`src/rtl/i2c_txn_sequencer.sv`:
```
// Transaction sequencer for the byte-oriented I2C master engine: expands one
// address/direction/length request into START+address, data, ACK/NACK and STOP commands.
module i2c_txn_sequencer #(
   parameter int unsigned TIMEOUT_CYCLES = 65535
) (
   input  logic       clk,
   input  logic       rstn,
   input  logic       req_valid,
   output logic       req_ready,
   input  logic [6:0] req_addr,
   input  logic       req_read,
   input  logic [7:0] req_len,
   input  logic [7:0] wr_data,
   input  logic       wr_valid,
   output logic       wr_ready,
   output logic [7:0] rd_data,
   output logic       rd_valid,
   input  logic       rd_ready,
   output logic       busy,
   output logic       done,
   output logic       err_nack,
   output logic       err_timeout,
   output logic       eng_valid,
   input  logic       eng_ready,
   output logic       eng_byte,
   output logic       eng_start,
   output logic       eng_stop,
   output logic       eng_read,
   output logic       eng_ack_out,
   output logic [7:0] eng_tx,
   input  logic       eng_done,
   input  logic [7:0] eng_rx,
   input  logic       eng_nack
);

   typedef enum logic [2:0] {
      S_IDLE,
      S_ISSUE,
      S_WAIT,
      S_WFETCH,
      S_RHOLD,
      S_STOP,
      S_DONE
   } state_t;

   // Timeout fires when the incremented counter would reach TIMEOUT_CYCLES-1,
   // so done lands exactly TIMEOUT_CYCLES cycles after the handshake.
   localparam logic [15:0] TO_LAST = 16'(TIMEOUT_CYCLES - 2);

   state_t      state;
   state_t      state_nxt;
   logic [7:0]  remaining;
   logic [15:0] tcnt;
   logic        req_is_read;

   logic accept;
   logic eng_hs;
   logic load_wr;
   logic load_rd;
   logic load_stop;
   logic set_nack;
   logic set_timeout;
   logic cap_rd;

   assign req_ready = (state == S_IDLE);
   assign busy      = (state != S_IDLE);
   assign done      = (state == S_DONE);
   assign wr_ready  = (state == S_WFETCH);
   assign rd_valid  = (state == S_RHOLD);
   assign eng_valid = (state == S_ISSUE) || (state == S_STOP);

   always_ff @(posedge clk or negedge rstn) begin
      if (!rstn) begin
         state <= S_IDLE;
      end else begin
         // NOTE: sequential state uses non-blocking assignments so every register
         // updates from pre-edge values regardless of statement order.
         state <= state_nxt;
      end
   end

   always_comb begin
      // NOTE: every signal written here gets a default first so no path through
      // the case infers a latch.
      state_nxt   = state;
      accept      = 1'b0;
      eng_hs      = 1'b0;
      load_wr     = 1'b0;
      load_rd     = 1'b0;
      load_stop   = 1'b0;
      set_nack    = 1'b0;
      set_timeout = 1'b0;
      cap_rd      = 1'b0;
      case (state)
         S_IDLE: begin
            if (req_valid) begin
               accept    = 1'b1;
               state_nxt = S_ISSUE;
            end
         end
         S_ISSUE, S_STOP: begin
            if (eng_ready) begin
               eng_hs    = 1'b1;
               state_nxt = S_WAIT;
            end
         end
         S_WAIT: begin
            if (eng_done) begin
               if (!eng_byte) begin
                  state_nxt = S_DONE;
               end else if (eng_read) begin
                  cap_rd    = 1'b1;
                  state_nxt = S_RHOLD;
               end else if (eng_nack) begin
                  set_nack  = 1'b1;
                  load_stop = !eng_stop;
                  state_nxt = eng_stop ? S_DONE : S_STOP;
               end else if (remaining == 8'd0) begin
                  state_nxt = S_DONE;
               end else if (req_is_read) begin
                  load_rd   = 1'b1;
                  state_nxt = S_ISSUE;
               end else begin
                  state_nxt = S_WFETCH;
               end
            end else if (tcnt == TO_LAST) begin
               // No STOP after a timeout: the engine owns bus recovery.
               set_timeout = 1'b1;
               state_nxt   = S_DONE;
            end
         end
         S_WFETCH: begin
            if (wr_valid) begin
               load_wr   = 1'b1;
               state_nxt = S_ISSUE;
            end
         end
         S_RHOLD: begin
            if (rd_ready) begin
               if (remaining == 8'd0) begin
                  state_nxt = S_DONE;
               end else begin
                  load_rd   = 1'b1;
                  state_nxt = S_ISSUE;
               end
            end
         end
         S_DONE: begin
            state_nxt = S_IDLE;
         end
         default: begin
            state_nxt = S_IDLE;
         end
      endcase
   end

   always_ff @(posedge clk or negedge rstn) begin
      if (!rstn) begin
         remaining   <= 8'd0;
         req_is_read <= 1'b0;
         tcnt        <= 16'd0;
         eng_tx      <= 8'd0;
         eng_byte    <= 1'b0;
         eng_start   <= 1'b0;
         eng_stop    <= 1'b0;
         eng_read    <= 1'b0;
         eng_ack_out <= 1'b0;
         rd_data     <= 8'd0;
         err_nack    <= 1'b0;
         err_timeout <= 1'b0;
      end else begin
         if (accept) begin
            remaining   <= req_len;
            req_is_read <= req_read;
            eng_tx      <= {req_addr, req_read};
            eng_byte    <= 1'b1;
            eng_start   <= 1'b1;
            eng_stop    <= (req_len == 8'd0);
            eng_read    <= 1'b0;
            eng_ack_out <= 1'b0;
            err_nack    <= 1'b0;
            err_timeout <= 1'b0;
         end
         if (load_wr || load_rd) begin
            eng_byte    <= 1'b1;
            eng_start   <= 1'b0;
            eng_stop    <= (remaining == 8'd1);
            eng_read    <= load_rd;
            eng_ack_out <= load_rd && (remaining != 8'd1);
            if (remaining != 8'd0) begin
               remaining <= remaining - 8'd1;
            end
         end
         if (load_wr) begin
            eng_tx <= wr_data;
         end
         if (load_stop) begin
            eng_byte    <= 1'b0;
            eng_start   <= 1'b0;
            eng_stop    <= 1'b1;
            eng_read    <= 1'b0;
            eng_ack_out <= 1'b0;
         end
         if (eng_hs) begin
            tcnt <= 16'd0;
         end else if (state == S_WAIT) begin
            tcnt <= tcnt + 16'd1;
         end
         if (cap_rd) begin
            rd_data <= eng_rx;
         end
         if (set_nack) begin
            err_nack <= 1'b1;
         end
         if (set_timeout) begin
            err_timeout <= 1'b1;
         end
      end
   end

endmodule

```
`config.mk`:
```
export PLATFORM = sky130hd
export DESIGN_NAME = i2c_txn_sequencer
export DESIGN_NICKNAME = d
export VERILOG_FILES = /design/src/rtl/i2c_txn_sequencer.sv
export SDC_FILE = /design/constraint.sdc
export NUM_CORES = 1
export LEC_CHECK = 0
export BUFFER_PORTS_ARGS = -buffer_cell sky130_fd_sc_hd__buf_4
export CORE_MARGIN = 2
export CORE_UTILIZATION = 53
export CTS_CLUSTER_SIZE = 25
export DETAILED_ROUTE_END_ITERATION = 10
export GPL_TIMING_DRIVEN = 0
export PLACE_DENSITY_LB_ADDON = 0.3
export REMOVE_ABC_BUFFERS = 1
export SLEW_MARGIN = 20
export SYNTH_ARGS = -nofsm -noshare
export SYNTH_HDL_FRONTEND = slang
export SYNTH_SLANG_ARGS = --single-unit
```
`constraint.sdc`:
```
create_clock -name clk -period 2.65 [get_ports clk]
set_clock_uncertainty 0.15 [all_clocks]
set_input_delay 0.53 -clock clk [delete_from_list [all_inputs] [get_ports clk]]
set_output_delay 0.53 -clock clk [all_outputs]
set_load 0.05 [all_outputs]
```
Word-level counts from Yosys, hierarchy flattened
Index checks and enable logic that the tools add are counted.

Register bits after elaboration: 51. Bits in latches: 0. RAM bits: 0. ROM bits: 0. Bits of input ports: 40. Output and inout port bits: 29. Word-level logic and storage cells: 113. Memories: 0.

$add $sub $neg: 2. Multiply operators: 0. Divide/modulo/power cells: 0. Magnitude comparators: 0. Equal/unequal tests: 14. Shift-type cells: 0. Mux-type cells: 68. Bitwise operators: 0. Reductions and logical operators: 16.

Operators by type and width (count): 1-bit 2-to-1 mux (46); 8-bit 2-to-1 mux (5); 3-bit 2-to-1 mux (11); 16-bit 2-to-1 mux (2); 16-bit by 1-bit adder with 16-bit output, second input constant (1); 16-bit equality test, second input constant (1); 8-bit logical NOT (2); 3-bit one-hot mux with 5 select lines (1); 3-bit equality test, second input constant (3); 8-bit by 1-bit equality test with 1-bit output, second input constant (1); 8-bit by 1-bit inequality test with 1-bit output, second input constant (1); 2-bit nonzero test (4); 8-bit nonzero test (1); 8-bit by 1-bit subtractor with 8-bit output, second input constant (1); 3-bit by 2-bit equality test with 1-bit output, second input constant (2); 2-bit inequality test, second input constant (3); 3-bit nonzero test (2); 5-bit AND reduction (1); 2-bit 2-to-1 mux (2); 3-bit by 1-bit equality test with 1-bit output, second input constant (1); 3-bit logical NOT (1); 3-bit inequality test, second input constant (1); 1-bit logical OR (2); 2-bit by 1-bit inequality test with 1-bit output, second input constant (1); 4 further kinds (4).

Logic depth before layout (Yosys ltp)
Gate-level depths: netlist of the first run.

Depth in word-level cells: 10. Mapped depth: 7.

Worst setup path before layout of the first run
OpenSTA, ideal clock, no wires.

Path type: flip-flop to output port. Start: reg state[2]. End: out done. Data arrival time: 1771 ps. Data required time: 1970 ps. Slack: 199 ps. Cell stages (with the launch flop): 3. Buffers on the path: 1. Cell sequence: dfrtp_1 buf_2 nor3b_1.

Cells in the longest elaborated chain, start to end: 1.

RTL lines: start: declaration (RTL line 50) `state_t state;`; start signal: assignment (RTL line 78) `state <= state_nxt;`; 3-bit equality test (RTL line 67) `assign done = (state == S_DONE);`; end: declaration (RTL line 20) `output logic done,`.

No other way between the ends.

Worst setup path in the final report of the first run
Start: reg remaining[0]. End: reg remaining[5].

Cells in the longest elaborated chain, start to end: 9. Elaborated cells on any way between the ends: 14. Classes of those cells: add/sub (1); mux (10); reduce/logical (3).

RTL lines: start: declaration (RTL line 52) `logic [7:0] remaining;`; start signal: assignment (RTL line 173) `remaining <= req_len;`; start signal: assignment (RTL line 191) `remaining <= remaining - 8'd1;`; 8-bit logical NOT (RTL line 118, 140); 1-bit 2-to-1 mux (RTL line 118) `end else if (remaining == 8'd0) begin`; 1-bit 2-to-1 mux (RTL line 114) `end else if (eng_nack) begin`; 1-bit 2-to-1 mux (RTL line 111) `end else if (eng_read) begin`; 1-bit 2-to-1 mux (RTL line 109) `if (!eng_byte) begin`; 1-bit 2-to-1 mux (RTL line 108) `if (eng_done) begin`; 1-bit one-hot mux with 2 select lines (RTL line 94) `case (state)`; 1-bit logical OR (RTL line 184) `if (load_wr || load_rd) begin`; 8-bit 2-to-1 mux (*) (RTL line 184).

Every way passes the cells marked *; elsewhere a longest branch is shown, timed or not. A chain may end at the register's enable or synchronous reset.

==> results of run 1 <==
cells by family after synthesis:
| kind of cell | after synthesis |
|---|---|
| compound gates | 47 |
| flops | 51 |
| mux | 11 |
| xor+xnor | 16 |
| fa+ha+maj | 4 |
| simple gates | 135 |
| buf+inv | 22 |
report_power, final:
group | internal (mW) | switching [mW]
logic | 0.701 | 1.25
clock network | 0.287 | 0.285
registers | 1.04 | 0.278
stage by stage:
stage,std cells,cell area [um^2]
final,419,3390
after global routing,419,3390
after CTS,419,3390
after detailed placement,411,3270
after global placement,411,3270
after floorplan,273,2670
worst min-delay path by stage:
| stage | end | from |
|---|---|---|
| 2_1_floorplan | eng_ack_out | rstn |
| 3_3_place_gp | req_is_read | req_is_read |
| 3_5_place_dp | req_is_read | req_is_read |
| 4_1_cts | tcnt[3] | rstn |
| 5_1_grt | eng_tx[4] | rstn |
| 6_report | tcnt[3] | rstn |
per-layer routing:
metal | wire [um] | share of wire | GRT usage
met1 | 2900 | 0.47 | 0.332
met2 | 2900 | 0.47 | 0.381
met3 | 354 | 0.057 | 0.0529
met4 | 59 | 0.0095 | 0.0526
met5 | 0 | 0 | 0
registers in the layout, summed over array words and instances (netlist names):
| name | flops |
|---|---|
| err_nack | 1 |
| req_is_read | 1 |
| eng_byte | 1 |
| eng_ack_out | 1 |
| eng_start | 1 |
| tcnt | 16 |
| state | 3 |
| rd_data | 8 |
| err_timeout | 1 |
| eng_stop | 1 |
| remaining | 8 |
| eng_tx | 8 |
| eng_read | 1 |
cell type report:
cell class	count	area share
multi-input cells	213	0.403
flip-flops and latches	51	0.376
repair buffers	68	0.150
well taps	70	0.0258
clock buffers	5	0.0203
clock inverters	3	0.0140
inverters	9	0.00996
Yosys cell counts, types with 2 or more instances:
master     n  area, um^2
o21ai_0   10        50.1
nand4_1    4        25.0
nand2b_1   3        18.8
a21oi_1    4        20.0
a31oi_1    8        50.1
inv_1      9        33.8
mux2_2     8        90.1
a211oi_1   2        15.0
o221a_2    3        33.8
nor4_1     6        37.5
nand2_1   38         143
buf_2      5        25.0
o211a_1    2        20.0
or3_1      3        18.8
nor2b_1    4        25.0
buf_4      2        15.0
and3b_1    2        17.5
and3_1     2        12.5
nor3_1     9        45.0
nor2_1    33         124
and2_1     3        18.8
xnor2_1    9        78.8
xor2_1     7        61.3
nor3b_1    4        30.0
nand3_1   16        80.1
dfrtp_1   51        1280
mux2i_1    2        20.0
o211ai_1   2        15.0
ha_1       4        50.1
clkbuf_1   6        22.5
worst register-to-register path, stage by stage, from the launching register on:
cell	delay, ps
dfrtp_1	430
inv_1	90
ha_1	210
nor3b_2	350
and2_1	310
a21o_4	160
mux2_4	300
o221a_1	220
cell usage in the layout, fill, tap and decap left out, types with 3 or more instances in the layout:
cell | synthesis | routed
buf_4 | 2 | 68
nand4_1 | 4 | 4
nor2_1 | 33 | 33
nor2b_1 | 4 | 4
xor2_1 | 7 | 7
nand2_1 | 38 | 37
o21ai_0 | 10 | 10
mux2_2 | 8 | 8
or3_1 | 3 | 3
nor3_1 | 9 | 9
inv_1 | 9 | 9
nand3_1 | 16 | 16
nand2b_1 | 3 | 3
clkbuf_8 | 0 | 5
ha_1 | 4 | 4
xnor2_1 | 9 | 9
a21oi_1 | 4 | 4
a31oi_1 | 8 | 8
nor3b_1 | 4 | 3
and2_1 | 3 | 3
dfrtp_1 | 51 | 51
o221a_2 | 3 | 3
nor4_1 | 6 | 6
repair_timing:
item	in CTS	in global routing
resized for setup	0	2
setup endpoints to repair	0	2
hold endpoints to repair	0	0
==> metrics, run 1 <==
status completed; Slew @ Worst Pin 755 ps; PortBufs 68; H-tree levels 2; later-pin clock latency in the skew report 320 ps; WP buf/inv 1; Max Fanout on Critical Path 5; Die Y 75.8 um; Avg Inst Size Synth 9.56 um^2; layout cell share with drive strength beyond 1 0.281; Adder-Cell Fraction of Synth Area 0.0183; total CTS buffers 5; Area Overhead vs Synth 24.1%; initial antenna violation count 0; final setup margin 338 ps; XOR/XNOR share of the synthesized area 0.0513; Synth Area in Simple Gates 0.251; distinct cell type count after synthesis 55; Core Region 0.00504 mm^2; max capacitance violation total 0; FF-to-FF path depth 7; Core Util, Final 0.673; GR Util All Layers 0.238; WP depth 7; crit path kind register to register; final wirelength 6210 um; final hold vios 0; vias in the first global route 2,213; CTS tree done; DIE AREA 0.00575 mm^2; Crit path max-delay family simple AND/OR/NAND/NOR gates; Final Power 3.84 mW; cell area after synthesis 0.00273 mm^2; asr flop ratio synth 1.00; compound-gate portion of the synthesized area 0.132; critical path endpoint category register; vias post-DR 2,329; Cell Chain, Critical Path inv_1, ha_1, nor3b_2, and2_1, a21o_4, mux2_4, o221a_1; worst min-delay path category input pin to async pin; drt drc 0; Sequential cell area 0.00128 mm^2; Cells after Synth 286; GRT overflow 0; CP arrival 2360 ps; number of synthesized flops with an enable pin 0; Worst-path clk slew 110 ps; cts hold-fix bufs 0; dominant combinational cell family by area after synthesis simple AND/OR/NAND/NOR gates; fillers 404; Max Clk Rate 0.433 GHz; DIE WIDTH 75.8 um; Top Ports 69; Synth Warn # 0; CTS Sinks 51; Initial Util 0.542; Critical Path Max Stage Delay 430 ps; post-CTS setup repair buffer count 0; slack of the worst reg-to-reg path 340 ps; fin nets 392; vias per cell 5.56; mux contribution to synthesized area 0.0458; ANT cells 0; final setup violating endpoints 0; Clock Path Buffers 2; RR Startpoint remaining[0]; largest net degree at the start of global routing 52; first-pass GRT wire length 10,500 um; drt initial violations 177; Wirelength per Cell 14.8 um; RSZ-0062 raised after global routing no; P per Cell Area 1130 mW/mm^2; TritonRoute pass-1 iters 4; minimum clock period 2310 ps; Slowest-stage cell, CP dfrtp_1; fin. max-slew vios 0; crit path to remaining[5]; crit path launch remaining[0]; max_slew headroom 0.495; area occupied by multi-input gates 0.00137 mm^2; Post-DP HPWL 4410 um; CP startpoint kind register; reg2reg end remaining[5]; CP Data Required Time 2700 ps; CTS Root Cell clkbuf_8; post-synthesis sequential area ratio 0.467; Hold WS 86.7 ps; pre-CTS setup slack 150 ps; Seq cells post-synth 51; GP Congestion 0.866; post-route ant nets 0; maximum VDD drop 0.000657 V; Fin Setup TNS 0 ps; top_reg_cell synth dfrtp_1; Leak 1.56 nW; period utilization 0.872; Rows 26
No activity file was read; power rests on OpenSTA's default activity.
==> inputs of run 2 (changes only) <==
Settings changed: PLACE_DENSITY from default to 0.91, PLACE_DENSITY_LB_ADDON 0.3 to default.
==> run 2 against run 1 <==
Compared with the run above:
- sequential power about the same
- routed wire length increased by 1.3%
- critical path depth decreased by 2
- via count decreased by 0.30%
- maximum frequency decreased by 1.4%
- core utilization decreased by 0.20 points
- register-to-register slack got worse by 30 ps
- non-clock buffer count unchanged
==> metrics, run 2 (synthesis results as in run 1) <==
fin nets 392 (unchanged); Max Clk Rate 0.427 GHz (-1.4%); CTS Sinks 51 (unchanged); Rows 26 (unchanged); CP arrival 2390 ps (+30 ps); Top reg by flops tcnt; CP Data Required Time 2700 ps (about the same); final setup margin 306 ps (-31.8 ps); GP Congestion 0.881 (+1.7%); CTS tree done; Hold WS 83.5 ps (-3.21 ps); CP startpoint kind register; Slew @ Worst Pin 755 ps (-0.502 ps); RSZ-0062 raised after global routing no; reg2reg end remaining[5]; Leak 1.55 nW (-0.54%); drt drc 0 (unchanged); vias in the first global route 2,335 (+5.5%); maximum VDD drop 0.000796 V (+21%); total CTS buffers 5 (unchanged); fin. max-slew vios 0 (unchanged); Metal-1 WL 2790 um (-3.9%); Max Fanout on Critical Path 20 (+15); worst min-delay path category input pin to async pin; switching portion of total power 0.471 (-0.00103); vias per cell 5.56 (about the same); max_slew headroom 0.496 (about the same); cts hold-fix bufs 0 (unchanged); Fin Setup TNS 0 ps (unchanged); first-pass GRT wire length 10,500 um (+0.12%); final wirelength 6290 um (+1.3%); Gate power share 0.517 (+0.009); post-CTS setup repair buffer count 0 (unchanged); FF-to-FF path depth 5 (-2); commonest cells after routing, fill and taps aside buf_4 (68), dfrtp_1 (51), nand2_1 (37); Sw Pwr 1.80 mW (-0.85%); total placed instance area 0.00327 mm^2 (unchanged); Initial Util 0.542 (unchanged); Clock Path Buffers 2 (unchanged); pre-CTS setup slack 126 ps (-23.7 ps); Top Ports 69 (unchanged); initial antenna violation count 0 (unchanged); critical path endpoint category register; CTS Root Cell clkbuf_8; fillers 397 (-1.7%); top layer in use met4; minimum clock period 2340 ps (+31.8 ps); TritonRoute pass-1 iters 4 (unchanged); Post-DP HPWL 4590 um (+3.9%); ANT cells 0 (unchanged); status completed; GR Util All Layers 0.236 (-0.00151); drt initial violations 88 (-50%); final hold vios 0 (unchanged); commonest non-fill, non-tap cell in the layout buf_4; DIE AREA 0.00575 mm^2 (unchanged); Area Overhead vs Synth 23.8%; Core Region 0.00504 mm^2 (unchanged); WL met3 349 um (-1.4%); post-route ant nets 0 (unchanged); GRT overflow 0 (unchanged); layout cell share with drive strength beyond 1 0.279 (-0.00207); Final Power 3.81 mW (-0.64%); clock group share of total power 0.141 (-0.008); max reg flops 16 (unchanged); slack of the worst reg-to-reg path 310 ps (-30 ps); met2 routed WL 3050 um (+5.3%); Wirelength per Cell 15.1 um (+1.5%); crit path kind register to register; vias post-DR 2,322 (-0.30%); Internal 2.02 mW (-0.44%); post-route cell area 0.00338 mm^2 (-0.29%); largest net degree at the start of global routing 52 (unchanged); RR Startpoint state[0]; final setup violating endpoints 0 (unchanged); area occupied by multi-input gates 0.00137 mm^2 (unchanged); Sequential cell area 0.00128 mm^2 (unchanged); later-pin clock latency in the skew report 310 ps (about the same); Flop pwr share 0.342 (about the same); P per Cell Area 1130 mW/mm^2 (-0.34%); DIE WIDTH 75.8 um (unchanged); H-tree levels 2 (unchanged); max capacitance violation total 0 (unchanged); period utilization 0.884 (+0.0120); PortBufs 68 (unchanged); Worst-path clk slew 90 ps (-20 ps); Die Y 75.8 um (unchanged)
==> run 2: cell count changes in the layout (fill, tap and decap cells not counted) <==
cell / before / now
clkinv_4: 1 / 0
inv_6: 1 / 0
clkinvlp_4: 0 / 1
==> run 2: metrics by stage <==
step | util | std cells
floorplan | - | 273
finish | 0.671 | 418
CTS | 0.669 | 418
detailed placement | 0.648 | 411
global route | 0.671 | 418
global placement | 0.648 | 411
==> run 2: timing repair <==
item                       in CTS  in global routing
setup endpoints to repair       0                  5
gates resized for setup         0                  2
hold endpoints to repair        0                  0
==> run 2: worst max-delay path by stage <==
stage / start / to / slack, ps / cells past startpoint
floorplan: state[0] / remaining[5] / 20 / 5
global placement: state[0] / remaining[5] / 170 / 5
detailed placement: state[0] / remaining[5] / 130 / 5
CTS: state[0] / remaining[5] / 110 / 5
global route: state[0] / remaining[5] / 140 / 5
finish: state[0] / remaining[5] / 310 / 5
==> run 2: layer usage <==
layer | GRT usage | up-vias
met4 | 0.0604 | 0
met5 | 0 | -
met2 | 0.384 | 69
li1 | - | 1136
met1 | 0.315 | 1104
met3 | 0.0622 | 13
==> run 2: area by class of cell <==
type                    instances  share of cell area
clock buffers                   5              0.0203
clock inverters                 2              0.0111
inverters                       9             0.00999
multi-input cells             213               0.405
flip-flops and latches         51               0.377
well taps                      70              0.0259
repair buffers                 68               0.151
==> run 2: worst max-delay path, stage by stage (launching register included) <==
cell and delay (ps):
dfrtp_1 620, and3b_1 350, nand2_2 280, a21o_4 310, mux2_4 290, o221a_1 220
==> run 2: power groups by stage <==
stage	clock, mW	combinational (mW)	sequential (mW)
2_1_floorplan	0	0.908	1.77
3_3_place_gp	0	1.91	1.30
3_5_place_dp	0	1.97	1.31
4_1_cts	0.537	1.97	1.30
5_1_grt	0.570	2.13	1.35
6_report	0.536	1.97	1.31
